<file path="src/rtl/mem_stage.sv">
// Memory-access stage: services word LW/SW over a req/ack bus, passes all other ops to mem_wb.
// Latency: non-memory ops 0 cycles; memory ops IDLE + N BUSY cycles + DONE (N = ack delay + 1, max MAX_WAIT).
// Backpressure: stallreq_o holds the upstream pipeline while an access is in IDLE/BUSY; bubbles never write back.
//
// Ports: clk/rst (sync, active-high); ex_mem inputs memop_i, mem_addr_i, mem_sdata_i, waddr_i, we_i, wdata_i;
//        data bus mem_req_o/mem_we_o/mem_addr_o/mem_wdata_o <-> mem_ack_i/mem_rdata_i;
//        stallreq_o to hazard control; waddr_o/we_o/wdata_o to mem_wb; bus_err_o one-cycle error pulse.
module mem_stage #(
    parameter int DW       = 32,
    parameter int RW       = 5,
    parameter int MAX_WAIT = 15
) (
    input  logic          clk,
    input  logic          rst,
    input  logic [1:0]    memop_i,
    input  logic [DW-1:0] mem_addr_i,
    input  logic [DW-1:0] mem_sdata_i,
    input  logic [RW-1:0] waddr_i,
    input  logic          we_i,
    input  logic [DW-1:0] wdata_i,
    output logic          mem_req_o,
    output logic          mem_we_o,
    output logic [DW-1:0] mem_addr_o,
    output logic [DW-1:0] mem_wdata_o,
    input  logic          mem_ack_i,
    input  logic [DW-1:0] mem_rdata_i,
    output logic          stallreq_o,
    output logic [RW-1:0] waddr_o,
    output logic          we_o,
    output logic [DW-1:0] wdata_o,
    output logic          bus_err_o
);

    // Counter only needs to reach MAX_WAIT-1; keep at least one bit for MAX_WAIT == 1.
    localparam int CW = (MAX_WAIT > 1) ? $clog2(MAX_WAIT) : 1;
    localparam logic [CW-1:0] CNT_LAST = CW'(MAX_WAIT - 1);

    typedef enum logic [1:0] {
        IDLE = 2'b00,
        BUSY = 2'b01,
        DONE = 2'b10
    } state_t;

    state_t          state, state_nxt;
    logic [CW-1:0]   cnt, cnt_nxt;
    logic [DW-1:0]   rdata_q, rdata_nxt;
    logic            err_q, err_nxt;

    logic            is_lw, is_sw, is_mem, aligned;

    assign is_lw   = (memop_i == 2'b01);
    assign is_sw   = (memop_i == 2'b10);
    assign is_mem  = is_lw | is_sw;
    assign aligned = (mem_addr_i[1:0] == 2'b00);

    always_ff @(posedge clk) begin
        if (rst) begin
            state   <= IDLE;
            cnt     <= '0;
            rdata_q <= '0;
            err_q   <= 1'b0;
        end else begin
            state   <= state_nxt;
            cnt     <= cnt_nxt;
            rdata_q <= rdata_nxt;
            err_q   <= err_nxt;
        end
    end

    always_comb begin
        state_nxt   = state;
        cnt_nxt     = cnt;
        rdata_nxt   = rdata_q;
        err_nxt     = err_q;
        mem_req_o   = 1'b0;
        mem_we_o    = 1'b0;
        mem_addr_o  = '0;
        mem_wdata_o = '0;
        stallreq_o  = 1'b0;
        waddr_o     = waddr_i;
        we_o        = we_i;
        wdata_o     = wdata_i;
        bus_err_o   = 1'b0;

        case (state)
            IDLE: begin
                if (is_mem) begin
                    stallreq_o = 1'b1;
                    we_o       = 1'b0;
                    if (aligned) begin
                        state_nxt = BUSY;
                        cnt_nxt   = '0;
                    end else begin
                        // Misaligned: skip the bus entirely and report the error in DONE.
                        state_nxt = DONE;
                        err_nxt   = 1'b1;
                        rdata_nxt = '0;
                    end
                end
            end

            BUSY: begin
                mem_req_o   = 1'b1;
                stallreq_o  = 1'b1;
                we_o        = 1'b0;
                mem_addr_o  = mem_addr_i;
                mem_we_o    = is_sw;
                mem_wdata_o = is_sw ? mem_sdata_i : '0;
                // Ack takes priority over a coincident timeout.
                if (mem_ack_i) begin
                    rdata_nxt = mem_rdata_i;
                    err_nxt   = 1'b0;
                    state_nxt = DONE;
                end else if (cnt == CNT_LAST) begin
                    rdata_nxt = '0;
                    err_nxt   = 1'b1;
                    state_nxt = DONE;
                end else begin
                    cnt_nxt = cnt + CW'(1);
                end
            end

            DONE: begin
                // Pipeline advances at the end of this cycle; the held op is retired here.
                state_nxt = IDLE;
                bus_err_o = err_q;
                if (is_lw) begin
                    we_o    = we_i & ~err_q;
                    wdata_o = rdata_q;
                end else if (is_sw) begin
                    we_o = 1'b0;
                end
            end

            default: begin
                state_nxt = IDLE;
            end
        endcase

        // Reset forces every output low immediately, abandoning any access in flight.
        if (rst) begin
            mem_req_o   = 1'b0;
            mem_we_o    = 1'b0;
            mem_addr_o  = '0;
            mem_wdata_o = '0;
            stallreq_o  = 1'b0;
            waddr_o     = '0;
            we_o        = 1'b0;
            wdata_o     = '0;
            bus_err_o   = 1'b0;
        end
    end

endmodule

</file>
<file path="config.mk">
export PLATFORM = sky130hd
export DESIGN_NAME = mem_stage
export DESIGN_NICKNAME = d
export VERILOG_FILES = /design/src/rtl/mem_stage.sv
export SDC_FILE = /design/constraint.sdc
export NUM_CORES = 1
export LEC_CHECK = 0
export CORE_MARGIN = 2
export CORE_UTILIZATION = 29
export CTS_CLUSTER_DIAMETER = 150
export DETAILED_ROUTE_END_ITERATION = 10
export PLACE_DENSITY = 0.82
export SLEW_MARGIN = 30
export SYNTH_ARGS = -nofsm -noshare
export SYNTH_HDL_FRONTEND = slang
export SYNTH_SLANG_ARGS = --single-unit
export TNS_END_PERCENT = 20
</file>
<file path="constraint.sdc">
create_clock -name clk -period 2 [get_ports clk]
set_input_delay 0.2 -clock clk [delete_from_list [all_inputs] [get_ports clk]]
set_output_delay 0.2 -clock clk [all_outputs]
set_load 0.01 [all_outputs]
</file>
==> summary.md, run 1 <==
| Metric | Value |
|---|---|
| Routed wire length | `10310 µm` |
| GRT busiest layer | `met2` |
| CTS buffer count | `5` |
| RSZ-0062 raised after global routing | `true` |
| Netlist Area Pre-Place | `0.002385 mm²` |
| Pins Over Slew Limit | `0` |
| Die width | `94.68 µm` |
| H-tree lvl count | `2` |
| Sequential share of the synthesized area | `32.74%` |
| Failing checks | `setup timing` |
| PwrDens | `401.7 mW/mm²` |
| Die Ht | `94.68 µm` |
| Post-synthesis cell count | `319` |
| Hpwl dp | `7820 µm` |
| # clock sinks | `39` |
| Critical Path RT | `1.80 ns` |
| Number of synthesized flops with an enable pin | `0` |
| Worst setup margin | `-0.01862 ns` |
| Slew headroom | `73.28%` |
| Minimum clock period after layout | `2.019 ns` |
| Root cell of the clock tree | `clkbuf_8` |
| Die area | `0.008964 mm²` |
| Period utilisation layout | `100.9%` |
| Fmax | `495.4 MHz` |
| Clock skew | `0.005007 ns` |
| VDD IR max | `0.0003598 V` |
| Syn_area_per_cell | `7.476 µm²` |
| Layout area overhead | `119.1%` |
| Layout Nets | `705` |
| Post-route ant nets | `0` |
| Vias in the first global route | `3080` |
| Vias per cell | `4.830` |
| Total gr overflow | `0` |
| Post-CTS Setup Repair Bufs | `0` |
| Initial antenna violation count | `0` |
| Routability cong. | `0.7905` |
| Pleak | `2.954 nW` |
| Via count | `3217` |
| GRT Total Usage | `21.23%` |
| Kind of critical path | `reg2out` |
| Initial DRC count | `118` |
| Number of I/O pins | `245` |
| Starting Density | `29.47%` |
| Asr flop ratio synth | `0%` |
| Least-Margin Pin Slew | `0.4007 ns` |
| Count of different cell masters after synthesis | `34` |
| Final Hold Fails | `0` |
| Met3 Usage GRT | `5.267%` |
| Wire length per cell | `15.48 µm` |
| FP Rows | `33` |
| Endpoints failing setup | `2` |
| First-pass GRT wire length | `15120 µm` |
| Skew-Pair Late Insertion Delay | `0.28 ns` |
| Layout cells sized above 1 | `7.843%` |
| Worst Hold Slack | `0.4854 ns` |
| Overall power | `2.099 mW` |
| Syn nets | `464` |
| Max Cap Viol | `0` |
| Clk slew on worst S/H paths | `0.08 ns` |
| Port-buffer cells | `244` |
| Synth Warn # | `0` |
| CTS tree | `built` |
| Synth Register Bits | `39` |
| Status | `complete, but fails checks` |
| Hold Path Class | `reg2reg` |
| Antenna cells | `0` |
| Placement Cell Area | `0.005030 mm²` |
| Core area | `0.008093 mm²` |
| Worst Setup End Kind | `output port` |
| Critical path peak fanout | `26` |
| Main synth FF type | `dfxtp_1` |
| Met2 Resource Use GR | `38.24%` |
| DRC | `0` |
| Met1 GRT Util | `24.42%` |
| Design Area, Final | `0.005225 mm²` |
| DRT Pass-1 Iters | `4` |
| Largest net degree at the start of global routing | `43` |
| Clock Tree Buf Depth | `2` |
| CP startpoint kind | `flop` |
| WP data arrival | `1.82 ns` |
[power breakdown]
part	internal (mW)	switching, mW	leakage (nW)
Combinational	0.390	0.221	2.58
Clock	0.410	0.278	0.0618
Sequential	0.790	0.00939	0.315
[kinds of logic after synthesis]
group	Yosys count	synth area share [%]
compound gates	79	23.50
buf+inv	37	6.506
mux	1	0.4722
flops	39	32.74
fa+ha+maj	6	3.148
simple gates	157	33.63
[per-stage QoR]
step | util [%] | setup WS, ns | std cells | TNS [ns]
2_1_floorplan | - | 0.2823 | 319 | 0
3_5_place_dp | 62.15 | -0.3199 | 656 | -18.30
3_3_place_gp | 62.15 | -0.2874 | 656 | -14.06
6_report | 64.56 | -0.01862 | 666 | -0.03316
5_1_grt | 64.56 | -0.1071 | 666 | -1.093
4_1_cts | 63.71 | -0.07587 | 666 | -1.494
[sequential cells by signal (all words and copies together), names as in the netlist]
signal / cells
cnt: 4
err_q: 1
state: 2
rdata_q: 32
[critical path: stages (launching register included)]
cell,delay (ns)
dfxtp_1,0.32
nand2b_1,0.19
nor2_4,0.16
buf_12,0.17
and3_1,0.16
clkdlybuf4s50_1,0.52
[placed cells by master, fill, tap and decap left out, types with 2 or more instances in the layout]
cell type        instances
clkbuf_2                 3
buf_12                   6
inv_1                    6
buf_4                   12
clkdlybuf4s50_1        144
clkdlybuf4s15_2          2
dlygate4sd2_1           65
and2_1                  33
a21oi_1                 35
nor2b_1                  6
dlymetal6s2s_1          28
clkdlybuf4s15_1          2
nand3_1                  4
clkbuf_8                 6
nand2_1                 68
ha_1                     5
and3_1                  33
dfxtp_1                 38
a22o_1                  32
[final timing paths]
kind / startpoint / to / slack (ns) / cells after the start
worst max-delay path: state[1] / mem_wdata_o[24] / -0.02 / 5
worst min-delay path: rdata_q[9] / rdata_q[9] / 0.49 / 1
worst max register to register: cnt[0] / rdata_q[6] / 0.21 / 6
worst min register to register: rdata_q[9] / rdata_q[9] / 0.49 / 1
[synthesized netlist by cell type, drive strengths merged, types with 2 or more instances]
| library cell | n | share of area (%) |
|---|---|---|
| clkbuf | 21 | 3.3 |
| nand2 | 69 | 11 |
| nand3 | 4 | 0.84 |
| and3 | 33 | 8.7 |
| inv | 7 | 1.1 |
| buf | 9 | 2.1 |
| nor2b | 7 | 1.8 |
| dfxtp | 39 | 33 |
| a22o | 32 | 12 |
| and2 | 35 | 9.2 |
| a21oi | 36 | 7.6 |
| nor2 | 2 | 0.31 |
| ha | 6 | 3.1 |
[cell type report]
| cell class | count | area, µm² |
|---|---|---|
| Multi-Input combinational cell | 243 | 1475 |
| Inverter | 7 | 26.28 |
| Fill cell | 696 | 2868 |
| Sequential cell | 39 | 782.0 |
| Tap cell | 105 | 131.4 |
| Timing Repair Buffer | 264 | 2689 |
| Clock inverter | 2 | 38.79 |
| Clock buffer | 6 | 82.58 |
[layer usage]
metal  routed length, µm  part of all wire, %  vias up
met5                   0                    0        -
met4                 235                  2.3        0
met3                 877                  8.5       21
met2                5258                   51      147
met1                3937                   38     1470
li1                    -                    -     1579
[repair_timing]
| item | in CTS | in global routing |
|---|---|---|
| gates cloned | 2 | 0 |
| pin swaps | 1 | 0 |
| setup endpoints to repair | 99 | 48 |
| gates resized for setup | 89 | 37 |
| hold buffers | 0 | 0 |
(Power assumes the default switching activity.)
==> run 2, diff against run 1 <==
--- a/config.mk
+++ b/config.mk
@@ -5,11 +5,13 @@
 export SDC_FILE = /design/constraint.sdc
 export NUM_CORES = 1
 export LEC_CHECK = 0
+export CELL_PAD_IN_SITES_DETAIL_PLACEMENT = 1
+export CELL_PAD_IN_SITES_GLOBAL_PLACEMENT = 2
 export CORE_MARGIN = 2
-export CORE_UTILIZATION = 29
+export CORE_UTILIZATION = 13
 export CTS_CLUSTER_DIAMETER = 150
 export DETAILED_ROUTE_END_ITERATION = 10
-export PLACE_DENSITY = 0.82
+export PLACE_DENSITY = 0.8
 export SLEW_MARGIN = 30
 export SYNTH_ARGS = -nofsm -noshare
 export SYNTH_HDL_FRONTEND = slang
==> summary.md, run 2 (synthesis gave the netlist of run 1 again) <==
| Metric | Value |
|---|---|
| Switch share | `24.10%` |
| Post-route ant nets | `0` |
| Max Cap Viol | `0` |
| Wire length per cell | `16.52 µm` |
| Fmax | `523.8 MHz` |
| Final non-filler cell total | `797` |
| Endpoints failing setup | `0` |
| Seq pwr share | `33.8%` |
| Kind of critical path | `reg2out` |
| Minimum clock period after layout | `1.909 ns` |
| Clk slew on worst S/H paths | `0.06 ns` |
| Vias in the first global route | `3513` |
| Pint | `1.795 mW` |
| Via count | `3279` |
| Layout Nets | `711` |
| Core area | `0.01796 mm²` |
| Initial antenna violation count | `1` |
| DRT Pass-1 Iters | `4` |
| Period utilisation layout | `95.45%` |
| Die area | `0.01944 mm²` |
| Slew headroom | `80.49%` |
| WP data arrival | `1.71 ns` |
| Starting Density | `13.28%` |
| CTS buffer count | `5` |
| FP Rows | `49` |
| Placement Cell Area | `0.005185 mm²` |
| Pleak | `2.835 nW` |
| Hpwl dp | `10450 µm` |
| # clock sinks | `39` |
| Worst setup margin | `0.09095 ns` |
| Placed Cells | `785` |
| DRC | `0` |
| Commonest non-fill, non-tap cells in the layout | `clkdlybuf4s50_1 (140), nand2_1 (68), clkbuf_2 (46), dfxtp_1 (39), a21oi_1 (36)` |
| Critical path peak fanout | `37` |
| Hold Path Class | `in2reg` |
| Layout cells sized above 1 | `16.93%` |
| CP startpoint kind | `flop` |
| Cts hold-fix bufs | `0` |
| Clock skew | `0.005553 ns` |
| Reg with most FFs | `rdata_q` |
| Design Area, Final | `0.005263 mm²` |
| Total gr overflow | `0` |
| Critical Path RT | `1.80 ns` |
| Combinational share of power | `26.3%` |
| Die Ht | `139.4 µm` |
| Die width | `139.4 µm` |
| Top Registers | `rdata_q: 32 flops, cnt: 4 flops, state: 2 flops` |
| Routability cong. | `0.7688` |
| Worst Setup End Kind | `output port` |
| Sw power | `0.5699 mW` |
| Least-Margin Pin Slew | `0.2927 ns` |
| Initial DRC count | `117` |
| VDD IR max | `0.0003333 V` |
| Clock Tree Buf Depth | `2` |
| Clk pwr share | `39.8%` |
| Vias per cell | `4.114` |
| H-tree lvl count | `2` |
| Port-buffer cells | `244` |
| Layout area overhead | `120.7%` |
| Pins Over Slew Limit | `0` |
| First-pass GRT wire length | `19910 µm` |
| Number of I/O pins | `245` |
| Routed wire length | `13170 µm` |
| PwrDens | `449.3 mW/mm²` |
| Root cell of the clock tree | `clkbuf_16` |
| Skew-Pair Late Insertion Delay | `0.28 ns` |
| Max FFs per register | `32` |
| Pre-CTS setup slack | `-0.4140 ns` |
| Worst Hold Slack | `0.3212 ns` |
| CTS tree | `built` |
| Final Hold Fails | `0` |
| Largest net degree at the start of global routing | `38` |
| GRT Total Usage | `12.84%` |
| Most common cell after layout, fill and taps aside | `clkdlybuf4s50_1` |
| Status | `finished, final reports clean` |
[run 2: path summary, 6_finish.rpt]
kind	from	endpoint	slack [ns]	cells past startpoint
max	state[1]	mem_wdata_o[21]	0.09	7
min	rst	cnt[2]	0.32	4
max reg2reg	state[1]	cnt[3]	0.18	6
min reg2reg	rdata_q[14]	rdata_q[14]	0.48	1
[run 2: area by class of cell]
class                           count  area [µm²]
Antenna cell                        1       2.502
Clock buffer                        6       138.9
Clock inverter                      2       35.03
Fill cell                        2112       12700
Inverter                            7       26.28
Multi-Input combinational cell    243        1489
Sequential cell                    39       780.7
Tap cell                          229       286.5
Timing Repair Buffer              270        2504
[run 2: critical path: stages (launching register included)]
cell and delay (ns):
dfxtp_1 0.32, buf_4 0.14, nand2b_4 0.15, nor2_4 0.15, buf_4 0.15, buf_12 0.16, and3_1 0.18, clkbuf_2 0.16
[run 2: metrics by stage]
| stage | TNS (ns) | util, % | total power [mW] |
|---|---|---|---|
| after CTS | -5.231 | 29.74 | 2.412 |
| after global routing | -0.0006324 | 29.30 | 2.487 |
| after global placement | -17.66 | 28.86 | 1.452 |
| after floorplan | 0 | - | 0.9975 |
| after detailed placement | -23.13 | 28.86 | 1.465 |
| final | 0 | 29.30 | 2.365 |
[run 2: timing repair]
item / CTS / global route
pin swaps: 1 / 1
setup endpoints to repair: 103 / 96
setup buffers: 0 / 1
gates resized for setup: 104 / 121
cloned: 2 / 0
hold endpoints to repair: 0 / 0
[run 2: power groups by stage]
stage,clock network [mW],registers [mW],logic [mW]
6_report,0.942,0.800,0.623
4_1_cts,0.978,0.800,0.634
3_5_place_dp,0,0.817,0.648
5_1_grt,1.01,0.802,0.672
3_3_place_gp,0,0.817,0.635
2_1_floorplan,0,0.816,0.182
[run 2: layer usage]
layer	up-vias	share of wire, %	GRT usage [%]
met2	129	52	24.25
met1	1547	42	14.88
met4	0	0.99	2.552
met5	-	0	0
li1	1592	-	-
met3	11	5.5	2.719
